--- config.mk ---
export PLATFORM = sky130hd
export DESIGN_NAME = cpu_sequencer
export DESIGN_NICKNAME = d
export VERILOG_FILES = /design/src/rtl/cpu_pkg.sv /design/src/rtl/regfile_4x8.sv /design/src/rtl/cpu_sequencer.sv
export SDC_FILE = /design/constraint.sdc
export NUM_CORES = 1
export LEC_CHECK = 0
export CORE_AREA = 2 2 105 107
export CTS_CLUSTER_DIAMETER = 40
export DETAILED_ROUTE_END_ITERATION = 8
export DIE_AREA = 0 0 107 109
export PLACE_DENSITY_LB_ADDON = 0.25
export REMOVE_ABC_BUFFERS = 1
export SLEW_MARGIN = 10
export SYNTH_ARGS = -nofsm -noshare
export SYNTH_HDL_FRONTEND = slang
export SYNTH_SLANG_ARGS = --single-unit
--- constraint.sdc ---
create_clock -name clk -period 3.2 [get_ports clk]
set_input_delay 0.64 -clock clk [delete_from_list [all_inputs] [get_ports clk]]
set_output_delay 0.64 -clock clk [all_outputs]
set_load 0.02 [all_outputs]
--- src/rtl/cpu_pkg.sv ---
// cpu_pkg: shared encodings for the 8-bit CPU sequencer (states, opcodes, instruction layout).
package cpu_pkg;

   localparam int unsigned PC_W_DEF = 8;
   localparam int unsigned DATA_W   = 8;
   localparam int unsigned NREG     = 4;
   localparam int unsigned REG_AW   = 2;
   localparam int unsigned OP_W     = 3;

   // Instruction field positions: [7:5] op, [4:3] rd, [2:1] rs, [0] we
   localparam int unsigned OP_LSB = 5;
   localparam int unsigned RD_LSB = 3;
   localparam int unsigned RS_LSB = 1;
   localparam int unsigned WE_BIT = 0;

   localparam logic [DATA_W-1:0] HALT_INSTR = 8'h00;

   // ALU operation codes carried in the op field
   localparam logic [OP_W-1:0] OP_ADD  = 3'd0;
   localparam logic [OP_W-1:0] OP_SUB  = 3'd1;
   localparam logic [OP_W-1:0] OP_AND  = 3'd2;
   localparam logic [OP_W-1:0] OP_OR   = 3'd3;
   localparam logic [OP_W-1:0] OP_XOR  = 3'd4;
   localparam logic [OP_W-1:0] OP_SHL  = 3'd5;
   localparam logic [OP_W-1:0] OP_SHR  = 3'd6;
   localparam logic [OP_W-1:0] OP_PASS = 3'd7;

   typedef enum logic [2:0] {
      ST_IDLE   = 3'd0,
      ST_FETCH  = 3'd1,
      ST_DECODE = 3'd2,
      ST_EXEC   = 3'd3,
      ST_WB     = 3'd4,
      ST_PAUSE  = 3'd5,
      ST_HALT   = 3'd6
   } state_t;

   typedef struct packed {
      logic [OP_W-1:0]   op;
      logic [REG_AW-1:0] rd;
      logic [REG_AW-1:0] rs;
      logic              we;
   } instr_t;

   function automatic logic is_halt(input instr_t instr);
      return instr == instr_t'(HALT_INSTR);
   endfunction

endpackage

--- src/rtl/regfile_4x8.sv ---
// regfile_4x8: 4x8 register file, two asynchronous read ports and one synchronous write port.
module regfile_4x8
   import cpu_pkg::*;
(
   input  logic              clk,
   input  logic              rst,
   input  logic [REG_AW-1:0] ra_addr,
   input  logic [REG_AW-1:0] rb_addr,
   output logic [DATA_W-1:0] ra_data_c,
   output logic [DATA_W-1:0] rb_data_c,
   input  logic              wr_en,
   input  logic [REG_AW-1:0] wr_addr,
   input  logic [DATA_W-1:0] wr_data
);

   logic [DATA_W-1:0] mem [NREG];

   always_ff @(posedge clk) begin
      if (rst) begin
         for (int i = 0; i < int'(NREG); i++) mem[i] <= '0;
      end else if (wr_en) begin
         mem[wr_addr] <= wr_data;
      end
   end

   assign ra_data_c = mem[ra_addr];
   assign rb_data_c = mem[rb_addr];

endmodule

--- src/rtl/cpu_sequencer.sv ---
// cpu_sequencer: multi-cycle fetch/decode/execute/writeback controller driving an external ALU.
// Define CPU_SEQ_STEP_EN to add the `step` input and a PAUSE state after every writeback.
module cpu_sequencer
   import cpu_pkg::*;
#(
   parameter int unsigned PC_W = PC_W_DEF
) (
   input  logic              clk,
   input  logic              rst,
   input  logic              start,
`ifdef CPU_SEQ_STEP_EN
   input  logic              step,
`endif
   output logic              imem_req,
   output logic [PC_W-1:0]   imem_addr,
   input  logic              imem_valid,
   input  logic [DATA_W-1:0] imem_rdata,
   input  logic              ld_en,
   input  logic [REG_AW-1:0] ld_addr,
   input  logic [DATA_W-1:0] ld_data,
   output logic [DATA_W-1:0] alu_a,
   output logic [DATA_W-1:0] alu_b,
   output logic [OP_W-1:0]   alu_sel,
   input  logic [DATA_W-1:0] alu_result,
   input  logic              alu_carry,
   output logic              carry_flag,
   output logic              busy,
   output logic              halted
);

   state_t            state, state_next;
   logic [PC_W-1:0]   pc;
   instr_t            ir;
   logic [DATA_W-1:0] res_data;
   logic              res_carry;

   logic              start_go, fetch_done, load_ops, sample_res, do_wb, preload_ok;
   logic [DATA_W-1:0] rd_data, rs_data;
   logic              wr_en;
   logic [REG_AW-1:0] wr_addr;
   logic [DATA_W-1:0] wr_data;

   // State register
   always_ff @(posedge clk) begin
      if (rst) state <= ST_IDLE;
      else     state <= state_next;
   end

   // Next-state logic and per-state datapath strobes
   always_comb begin
      state_next = state;
      start_go   = 1'b0;
      fetch_done = 1'b0;
      load_ops   = 1'b0;
      sample_res = 1'b0;
      do_wb      = 1'b0;
      preload_ok = 1'b0;
      case (state)
         ST_IDLE, ST_HALT: begin
            preload_ok = ld_en;
            if (start) begin
               start_go   = 1'b1;
               state_next = ST_FETCH;
            end
         end
         ST_FETCH: begin
            if (imem_valid) begin
               fetch_done = 1'b1;
               state_next = ST_DECODE;
            end
         end
         ST_DECODE: begin
            if (is_halt(ir)) begin
               state_next = ST_HALT;
            end else begin
               load_ops   = 1'b1;
               state_next = ST_EXEC;
            end
         end
         ST_EXEC: begin
            sample_res = 1'b1;
            state_next = ST_WB;
         end
         ST_WB: begin
            do_wb = 1'b1;
`ifdef CPU_SEQ_STEP_EN
            state_next = ST_PAUSE;
`else
            state_next = ST_FETCH;
`endif
         end
`ifdef CPU_SEQ_STEP_EN
         ST_PAUSE: begin
            if (step) state_next = ST_FETCH;
         end
`endif
         default: state_next = ST_IDLE;
      endcase
   end

   // Datapath and registered status outputs, all derived from the upcoming state
   always_ff @(posedge clk) begin
      if (rst) begin
         pc         <= '0;
         ir         <= '0;
         res_data   <= '0;
         res_carry  <= 1'b0;
         carry_flag <= 1'b0;
         alu_a      <= '0;
         alu_b      <= '0;
         alu_sel    <= '0;
         imem_req   <= 1'b0;
         busy       <= 1'b0;
         halted     <= 1'b0;
      end else begin
         imem_req <= (state_next == ST_FETCH);
         busy     <= (state_next inside {ST_FETCH, ST_DECODE, ST_EXEC, ST_WB, ST_PAUSE});
         halted   <= (state_next == ST_HALT);
         if (start_go) begin
            pc         <= '0;
            carry_flag <= 1'b0;
         end else if (fetch_done) begin
            ir <= instr_t'(imem_rdata);
            pc <= pc + PC_W'(1);
         end
         if (load_ops) begin
            alu_a   <= rd_data;
            alu_b   <= rs_data;
            alu_sel <= ir.op;
         end
         if (sample_res) begin
            res_data  <= alu_result;
            res_carry <= alu_carry;
         end
         if (do_wb) carry_flag <= res_carry;
      end
   end

   assign imem_addr = pc;

   // Single write port shared by writeback and host preload (never active together)
   always_comb begin
      wr_en   = 1'b0;
      wr_addr = ir.rd;
      wr_data = res_data;
      if (do_wb) begin
         wr_en = ir.we;
      end else if (preload_ok) begin
         wr_en   = 1'b1;
         wr_addr = ld_addr;
         wr_data = ld_data;
      end
   end

   regfile_4x8 u_regfile (
      .clk       (clk),
      .rst       (rst),
      .ra_addr   (ir.rd),
      .rb_addr   (ir.rs),
      .ra_data_c (rd_data),
      .rb_data_c (rs_data),
      .wr_en     (wr_en),
      .wr_addr   (wr_addr),
      .wr_data   (wr_data)
   );

endmodule
Word-level counts from Yosys, hierarchy flattened
Memory sizes are Yosys's and may differ from the RTL's. A register that Yosys moved wholly into a read port is not among the register bits. Index checks and enable logic that the tools add are counted.

Bits in registers: 35. RAM bits: 32. Memories kept: 1. Output and inout bits: 31. Input bits: 32.

Muxes and demuxes: 29. Equality and inequality tests: 11. Reduce and logical (&&, ||, !) cells: 8. Bitwise logic cells: 1. $add $sub $neg: 1.

Memory list: u_regfile.mem (words 4, width 8, rd ports 2, clocked after Yosys merged registers in 2, wr ports 4, line regfile_4x8.sv:16) `logic [DATA_W-1:0] mem [NREG];`.

Operators by type and width (count): 8-bit 2-to-1 mux (3); 1-bit 2-to-1 mux (19); 3-bit == test (second input constant) (5); 3-bit one-hot mux with 5 select lines (1); 3-bit by 2-bit == test with 1-bit output (second input constant) (4); 3-bit 2-to-1 mux (3); 8-bit by 1-bit adder with 8-bit output (second input constant) (1); 8-bit zero test (1); 8-bit OR reduction (1); 3-bit by 1-bit == test with 1-bit output (second input constant) (2); 2-bit 2-to-1 mux (3); 5-bit nonzero test (1); 2-bit OR reduction (2); 3-bit zero test (1); 2-bit AND reduction (1); 2-bit nonzero test (1); 1-bit inverter (1).

Logic depth before layout (Yosys ltp)
Gate-level depths: netlist of run 1.

Depth in word-level cells: 10. Mapped depth: 6. Mapped depth without buffers: 4.

Modules after synthesis
Synthesis of run 1 repeated with hierarchy kept, for this count alone.

Cells, all modules: 315. Area, all modules: 3843.7 µm².

Modules (own cells, without submodules): cpu_sequencer (sequential area each 1021.0 µm², area each 2172.1 µm², times used 1, cells each 221); regfile_4x8 (sequential area each 960.9 µm², area each 1671.6 µm², times used 1, cells each 94).

Worst setup path before layout of run 1
No wires, ideal clock.

Path kind: input-to-reg. Start: in ld_en. End: mem u_regfile.mem[3][0], enable pin. Stages on the path: 5. Setup slack: 1094 ps. Arrival: 1728 ps. Data required time: 2822 ps. Buffers on the path: 2. Cells stage by stage: nand2b_1 > buf_2 > clkbuf_1 > o211ai_1 > a31oi_1.

RTL lines: start, declared (line cpu_sequencer.sv:18) `input logic ld_en,`; end, declared (line regfile_4x8.sv:16).

==> results.txt, run 1 <==
* Clock tree from TritonCTS: yes
* Count of vias placed by the detailed router: 3888
- The die is 107 µm wide.
- Initial Util: 0.438
- The clock arrives with 0.0104 ns of skew.
- Vias in the first global route: 3553
* Count of cell types in the netlist: 50
- Non-filler cells, final: between 600 and 700
* Depth of the worst hold-timing path: 2
* Detailed Route Iter0 Violations: 253
* Leakage power: 1.78 nW
- The share of total power dissipated in combinational logic is 0.181.
- Register clock-pin slew on the reported worst setup and hold paths: 0.09 ns
- The share of total power dissipated in the clock network is 0.336.
* Avg WL per Cell: 17.2 µm
* Antenna cell count: 0
* Detailed placement HPWL: 8.09 mm
* Post-CTS Setup Bufs: 0
- Critical path data arrival time: 2.58 ns
- In the finished design, the share of the clock period the worst path needs comes to 0.784.
* Accumulated negative setup slack: 0 ns
- Counting every instance in the synthesized netlist gives between 400 and 500.
- Measured against its own limit, the worst slew margin works out to 0.249.
* Maximum count of clock buffers along a single path: 2
- Setup repair after global routing left no endpoint under its margin.
- Hold path endpoint: carry_flag
- Ratio of total power to cell area: 453 mW/mm²
* Register bit total from synthesis: 83
- Reported net switching power: 717 µW
* Post-CTS sizing: 0
- Summed over all layers, the global routing overflow is 0.
* CP required: 3.27 ns
- For this run, the post-layout net count is 544.
- In this run the remaining antenna-violating nets after routing total 0.
- Max-slew violation count: 0
- Hold is met by approximately 0.47 ns.
- The number of clock buffers added by TritonCTS is 9.
* Kind of cell with the highest combined delay on the critical path: compound AO/OA/AOI/OAI gates
* Prevailing post-synth register cell: sky130_fd_sc_hd__dfxtp_1
- Hold Path Class: reg -> reg
- The share of total power dissipated in sequential elements is 0.483.
* Number of antenna violations at the first check in global routing: 0
- The critical path contains buffers and inverters numbering 0 combined.
- Combined global-route utilization of all metal layers: 0.203
- Critical Path Stages: 3
- The endpoint identified for the worst register-to-register timing path is u_regfile.mem[0][1].
- Highest fanout seen on the critical path: 32
- Fraction of the yosys area taken by sequential cells: 0.427
- Vert. Die Dim: 109 µm
* Mean Syn Cell Area: a little under 10 µm²
- The initialized floorplan defines 38 standard-cell rows.
- The first TritonRoute pass finished after 5 iterations.
- The routed design could run at a clock period as short as between 2 and 3 ns.
- The later pin in the worst-skew pair is clocked with a latency of around 0.37 ns.
- Endpoints failing setup: 0
- EDFF count, synth: 32
- Across all register-to-register paths, the minimum setup slack is 0.69 ns.
- Derived from the worst setup path, the maximum achievable clock frequency is 398 MHz.
- The critical path goes through mux2i_1 > o21a_1 > a211oi_1.
* Number of cells traversed by the worst register-to-register path: 3
* Remaining design rule violation count: 0
- Max-cap violations in this run came to 0.
* R2r startpoint: state[2]
* Internal Power: about 1.8 mW
- The area growth from synthesis to layout is 19.5%.
* Top Ports: 63
- Number of endpoints with negative hold slack in the final report: 0
- Area occupied by multi-input gates: between 0.002 and 0.0025 mm²
- Total instance count after detailed placement: 640
- Counting flops with an async set or reset pin after synthesis yields a share of 0.
- The tree is rooted in a sky130_fd_sc_hd__clkbuf_8.
- The critical path is of the reg -> reg type.
* Post-synth design cell area: 0.00464 mm²
* Total of buffers placed on input and output ports: slightly above 60
- Fraction of power spent switching nets: 0.286
- Critical path startpoint category: register
- Cts-stage hold buffer count: 0
* Largest net degree at the start of global routing: 48
- The worst setup path is captured at a register.
- Filler instances: around 940
- Largest stage delay on the critical path: 0.90 ns
- Slowest stage cell, crit path: sky130_fd_sc_hd__o21a_1
* GP Congestion: between 0.8 and 0.9
* Per-cell via count in the routed design: ~5.9
* Area inside the core boundary: 0.0106 mm²
* Launch point of the worst hold path: carry_flag
* Die area: approximately 0.012 mm²
- The run finished with clean final reports.
- At the pin with the least slew margin, the transition time is 1.13 ns.
- Clock tree synthesis found a total of 83 sinks.
- Peak supply drop: 0.000200 V
- Reg area: roughly 0.0020 mm²
* Warnings from Yosys: 0
* Maximum level of the CTS H-tree: 3
* Fraction of layout instances using a drive strength above 1: 0.122
- Detailed Route WL: ~11 mm
- The first global-routing pass estimated 18.4 mm of wire.
routing by layer:
layer,routed length (µm),global-route usage,vias up
li1,-,-,1893
met1,5400,0.287,1867
met2,5130,0.303,107
met3,526,0.0436,21
met4,228,0.0826,0
met5,0,0,-
through the flow:
step / area [µm²] / util / power, mW / setup slack [ns]
floorplan: 4400 / - / 1.48 / 0.572
global placement: 5320 / 0.502 / 1.68 / 0.522
detailed placement: 5320 / 0.502 / 1.69 / 0.483
CTS: 5550 / 0.523 / 2.52 / 0.731
global route: 5550 / 0.523 / 2.62 / 0.587
finish: 5550 / 0.523 / 2.51 / 0.690
final cells by class:
| type | instances | area share |
|---|---|---|
| repair buffers | 79 | 0.134 |
| inverters | 5 | 0.00338 |
| clock inverters | 1 | 0.00135 |
| well taps | 140 | 0.0316 |
| flip-flops and latches | 83 | 0.357 |
| clock buffers | 15 | 0.0397 |
| multi-input cells | 333 | 0.433 |
how the worst max path moves through the flow:
stage | startpoint | end
detailed placement | ld_en | u_regfile.mem[0][1]
CTS | state[2] | u_regfile.mem[2][3]
global placement | ld_en | u_regfile.mem[0][6]
finish | state[2] | u_regfile.mem[0][1]
global route | state[2] | u_regfile.mem[0][1]
floorplan | state[2] | u_regfile.mem[3][0]
registers in the layout, indices dropped and copies added, names as in the netlist, 3 cells and up:
name           flops
state              3
u_regfile.mem     32
imem_addr          8
alu_sel            3
ir                 8
alu_a              8
alu_b              8
res_data           8
cells by family (layout without fill, tap and decap cells):
group | after synthesis | after routing | share of synthesized area
compound gates | 134 | 134 | 0.199
xor+xnor | 3 | 3 | 0.00890
fa+ha+maj | 1 | 1 | 0.00270
buf+inv | 55 | 100 | 0.0561
flops | 83 | 83 | 0.427
mux | 26 | 26 | 0.0992
simple gates | 169 | 169 | 0.207
worst reg2reg max path: cells and delay by family, from the launching register on:
kind | cells | cell delay [ns]
AO/OA/AOI/OAI | 2 | 1.05
multiplexers | 1 | 0.34
flip-flops | 1 | 0.83
layout by cell type (no fill, tap or decap), types with 2 or more instances in the layout:
master / Yosys / layout
sky130_fd_sc_hd__nand3_1: 70 / 70
sky130_fd_sc_hd__clkdlybuf4s50_1: 0 / 61
sky130_fd_sc_hd__dfxtp_1: 51 / 51
sky130_fd_sc_hd__o211ai_1: 41 / 41
sky130_fd_sc_hd__nand2_1: 39 / 39
sky130_fd_sc_hd__a211oi_1: 33 / 33
sky130_fd_sc_hd__edfxtp_1: 32 / 32
sky130_fd_sc_hd__a21oi_1: 26 / 26
sky130_fd_sc_hd__nor2b_1: 20 / 20
sky130_fd_sc_hd__buf_4: 2 / 17
sky130_fd_sc_hd__mux4_2: 16 / 16
sky130_fd_sc_hd__o21ai_0: 15 / 15
sky130_fd_sc_hd__nor2_1: 14 / 14
sky130_fd_sc_hd__mux2i_1: 10 / 10
sky130_fd_sc_hd__clkbuf_8: 0 / 10
sky130_fd_sc_hd__inv_1: 5 / 5
sky130_fd_sc_hd__o31ai_1: 5 / 5
sky130_fd_sc_hd__or4_1: 4 / 4
sky130_fd_sc_hd__nor3b_1: 3 / 3
sky130_fd_sc_hd__a31o_2: 3 / 3
sky130_fd_sc_hd__or3_1: 3 / 3
sky130_fd_sc_hd__clkbuf_16: 0 / 3
sky130_fd_sc_hd__nor4b_4: 2 / 2
sky130_fd_sc_hd__nor4bb_1: 2 / 2
sky130_fd_sc_hd__nand4_1: 2 / 2
sky130_fd_sc_hd__a31oi_1: 2 / 2
sky130_fd_sc_hd__nor4_4: 2 / 2
sky130_fd_sc_hd__clkbuf_1: 17 / 2
synthesized netlist by cell type, drive strengths merged, types with 2 or more instances:
cell type / number / area share
a211oi: 33 / 0.053
a21oi: 27 / 0.030
a31o: 3 / 0.0057
a31oi: 2 / 0.0027
buf: 32 / 0.037
clkbuf: 18 / 0.015
dfxtp: 51 / 0.22
edfxtp: 32 / 0.21
inv: 5 / 0.0040
mux2i: 10 / 0.022
mux4: 16 / 0.078
nand2: 39 / 0.032
nand3: 70 / 0.075
nand4: 2 / 0.0027
nor2: 14 / 0.011
nor2b: 20 / 0.027
nor3b: 3 / 0.0049
nor4: 2 / 0.0092
nor4b: 2 / 0.010
nor4bb: 2 / 0.0043
o211ai: 41 / 0.066
o21ai: 15 / 0.016
o31ai: 5 / 0.0081
or3: 3 / 0.0040
or4: 5 / 0.0089
xnor2: 2 / 0.0054
power by group through the flow:
stage | clock [mW] | sequential, mW | combinational, mW
finish | 0.845 | 1.21 | 0.454
floorplan | 0 | 1.24 | 0.240
CTS | 0.851 | 1.21 | 0.453
global placement | 0 | 1.23 | 0.449
detailed placement | 0 | 1.24 | 0.451
global route | 0.901 | 1.22 | 0.492
No activity file was read; power rests on OpenSTA's default activity.
==> run 2, diff against run 1 <==
==> constraint.sdc (replaced) <==
create_clock -name clk -period 2.2 [get_ports clk]
set_input_delay 0.44 -clock clk [delete_from_list [all_inputs] [get_ports clk]]
set_output_delay 0.44 -clock clk [all_outputs]
set_load 0.02 [all_outputs]
==> results.txt, run 2 (synthesized netlist as in run 1, its figures left out) <==
- Hold WS: 0.480 ns
- Internal Power: 2.62 mW
- For the final database, setup skew stands at ~0.013 ns.
* # rows: 38
- Along the worst path, the maximum fanout reaches 32.
- Measured against its own limit, the worst slew margin works out to 0.477.
- The initial utilization of the core area, before any placement, comes to 0.438.
- Leaving out fill and tap cells, the most frequent cell in the layout is sky130_fd_sc_hd__nand3_1.
* Maximum clock frequency: between 500 and 600 MHz
- Clock tree root driver cell: sky130_fd_sc_hd__clkbuf_8
* Critical path data arrival time: ~2.1 ns
- The final layout contains 563 nets.
- At the end of routability-driven placement, the weighted congestion stood at 0.852.
* Reported max-cap violation count: 0
* Remaining design rule violation count: 0
- Largest reg by FF count: u_regfile.mem
- The first global-routing pass estimated 18.5 mm of wire.
- Vert. Die Dim: 109 µm
- Synthesis-to-layout area growth: 23.5%
- CP required: 2.34 ns
- Minimum period implied by the final worst setup slack: 1.95 ns
* Area occupied by multi-input gates: 0.00240 mm²
- Worst setup path class: reg -> reg
- The HPWL after detailed placement is between 8 and 9 mm.
- Leakage power: roughly 1.9 nW
- The clock passes through at most 2 buffers.
- Peak supply drop: about 0.00027 V
- The design draws 3.67 mW.
- Cts-stage hold buffer count: 0
- Largest net degree at the start of global routing: 33
- Reg area: 0.00198 mm²
- CTS saw 83 sinks.
- Combined global-route utilization of all metal layers: 0.203
* Die Span X: 107 µm
- The final count of pins violating max slew is 0.
- The floorplan step defined a die boundary enclosing 0.0117 mm².
- Reported net switching power: around 1.1 mW
- TritonCTS built the clock tree.
- The share of total power dissipated in sequential elements is 0.478.
- Detailed Routing Iterations Pass 1: 4
- After clock tree synthesis, the repair step resized 0 gates.
- STA classifies the critical path startpoint as a register.
- Antenna cell count: 0
- Endpoints failing setup: 0
* Post-CTS Setup Bufs: 0
* Detailed Route WL: 11.2 mm
- Insertion delay of the later-clocked pin in the worst-skew pair: 0.37 ns
* Clock power frac: 0.327
- Clock-pin slew was measured on the worst setup and hold paths at 0.09 ns.
- After global routing the overflow that remains totals 0.
- Filler instances: ~930
- Ratio of total power to cell area: 641 mW/mm²
- Of the total power, the share spent switching nets is 0.286.
- Of the total power, combinational logic draws 0.195.
* Unrepaired setup endpoints after global routing: no
- Count of vias placed by the detailed router: between 3000 and 4000
* Detailed Route Iter0 Violations: around 300
- Fraction of layout instances using a drive strength above 1: 0.155
* Number of antenna violations at the first check in global routing: 0
* Hold Path Class: reg -> reg
- The worst setup path is captured at a register.
* Area inside the core boundary: 0.0106 mm²
- Total of buffers placed on input and output ports: between 60 and 70
* Antenna Violating Nets Remaining: 0
- In this run, CTS created clock tree buffers numbering 9.
* Least-Margin Pin Slew: 0.781 ns
* Top library cells by usage in the layout, fill and taps aside: sky130_fd_sc_hd__nand3_1 (70), sky130_fd_sc_hd__clkdlybuf4s50_1 (61), sky130_fd_sc_hd__dfxtp_1 (51)
- The flow ran to the end, and the final reports show no timing, DRC or antenna violations.
- Per-cell via count in the routed design: a little under 6
- The clock tree synthesis step divided the H-tree into 3 levels.
- During I/O placement, the number of pins put on the boundary was 63.
* Number of flip-flops under the largest register name: 32
* Avg WL per Cell: 16.5 µm
* Number of endpoints with negative hold slack in the final report: 0
- The via count of the first global-routing pass was 3648.
- In the finished design, the share of the clock period the worst path needs comes to 0.885.
-- run 2: cell count changes in the layout (fill, tap and decap cells not counted), sizes merged --
cell,before,now
clkinvlp,1,0
clkinv,0,1
buf,18,37
clkbuf,15,13
inv,5,7
-- run 2: path summary, 6_finish.rpt --
kind / from / to / slack [ns] / cells after the start
worst max-delay path: state[1] / u_regfile.mem[0][0] / 0.25 / 4
worst min-delay path: carry_flag / carry_flag / 0.48 / 2
worst max register to register: state[1] / u_regfile.mem[0][0] / 0.25 / 4
worst min register to register: carry_flag / carry_flag / 0.48 / 2
-- run 2: routing by layer --
metal / track usage / routed length (µm) / vias to the layer above
li1: - / - / 1918
met1: 0.284 / 5040 / 1887
met3: 0.0257 / 644 / 13
met2: 0.321 / 5290 / 142
met4: 0.0844 / 188 / 0
met5: 0 / 0 / -
-- run 2: per-stage QoR --
step                      setup WS (ns)  cell area (µm²)   util  cells  TNS, ns
after global routing              0.185             5730  0.541    675        0
final                             0.253             5730  0.541    675        0
after CTS                         0.271             5730  0.541    675        0
after floorplan                  -0.428             4400      -    421   -11.87
after detailed placement        -0.0187             5510  0.520    659  -0.0462
after global placement           0.0197             5510  0.520    659        0
-- run 2: cell type report --
cell class	instances	share of cell area
multi-input cells	333	0.418
repair buffers	98	0.163
inverters	5	0.00327
well taps	140	0.0306
flip-flops and latches	83	0.346
clock inverters	3	0.00349
clock buffers	13	0.0354
-- run 2: critical path, stage by stage (launching register included) --
cell,delay [ns]
sky130_fd_sc_hd__dfxtp_1,0.59
sky130_fd_sc_hd__xor2_2,0.39
sky130_fd_sc_hd__buf_12,0.23
sky130_fd_sc_hd__o211ai_1,0.11
sky130_fd_sc_hd__a211oi_1,0.40
-- run 2: power groups by stage --
| stage | clock network [mW] | logic, mW | registers (mW) |
|---|---|---|---|
| 2_1_floorplan | 0 | 0.349 | 1.81 |
| 3_3_place_gp | 0 | 0.695 | 1.78 |
| 3_5_place_dp | 0 | 0.711 | 1.79 |
| 4_1_cts | 1.23 | 0.713 | 1.75 |
| 5_1_grt | 1.29 | 0.774 | 1.76 |
| 6_report | 1.20 | 0.715 | 1.75 |
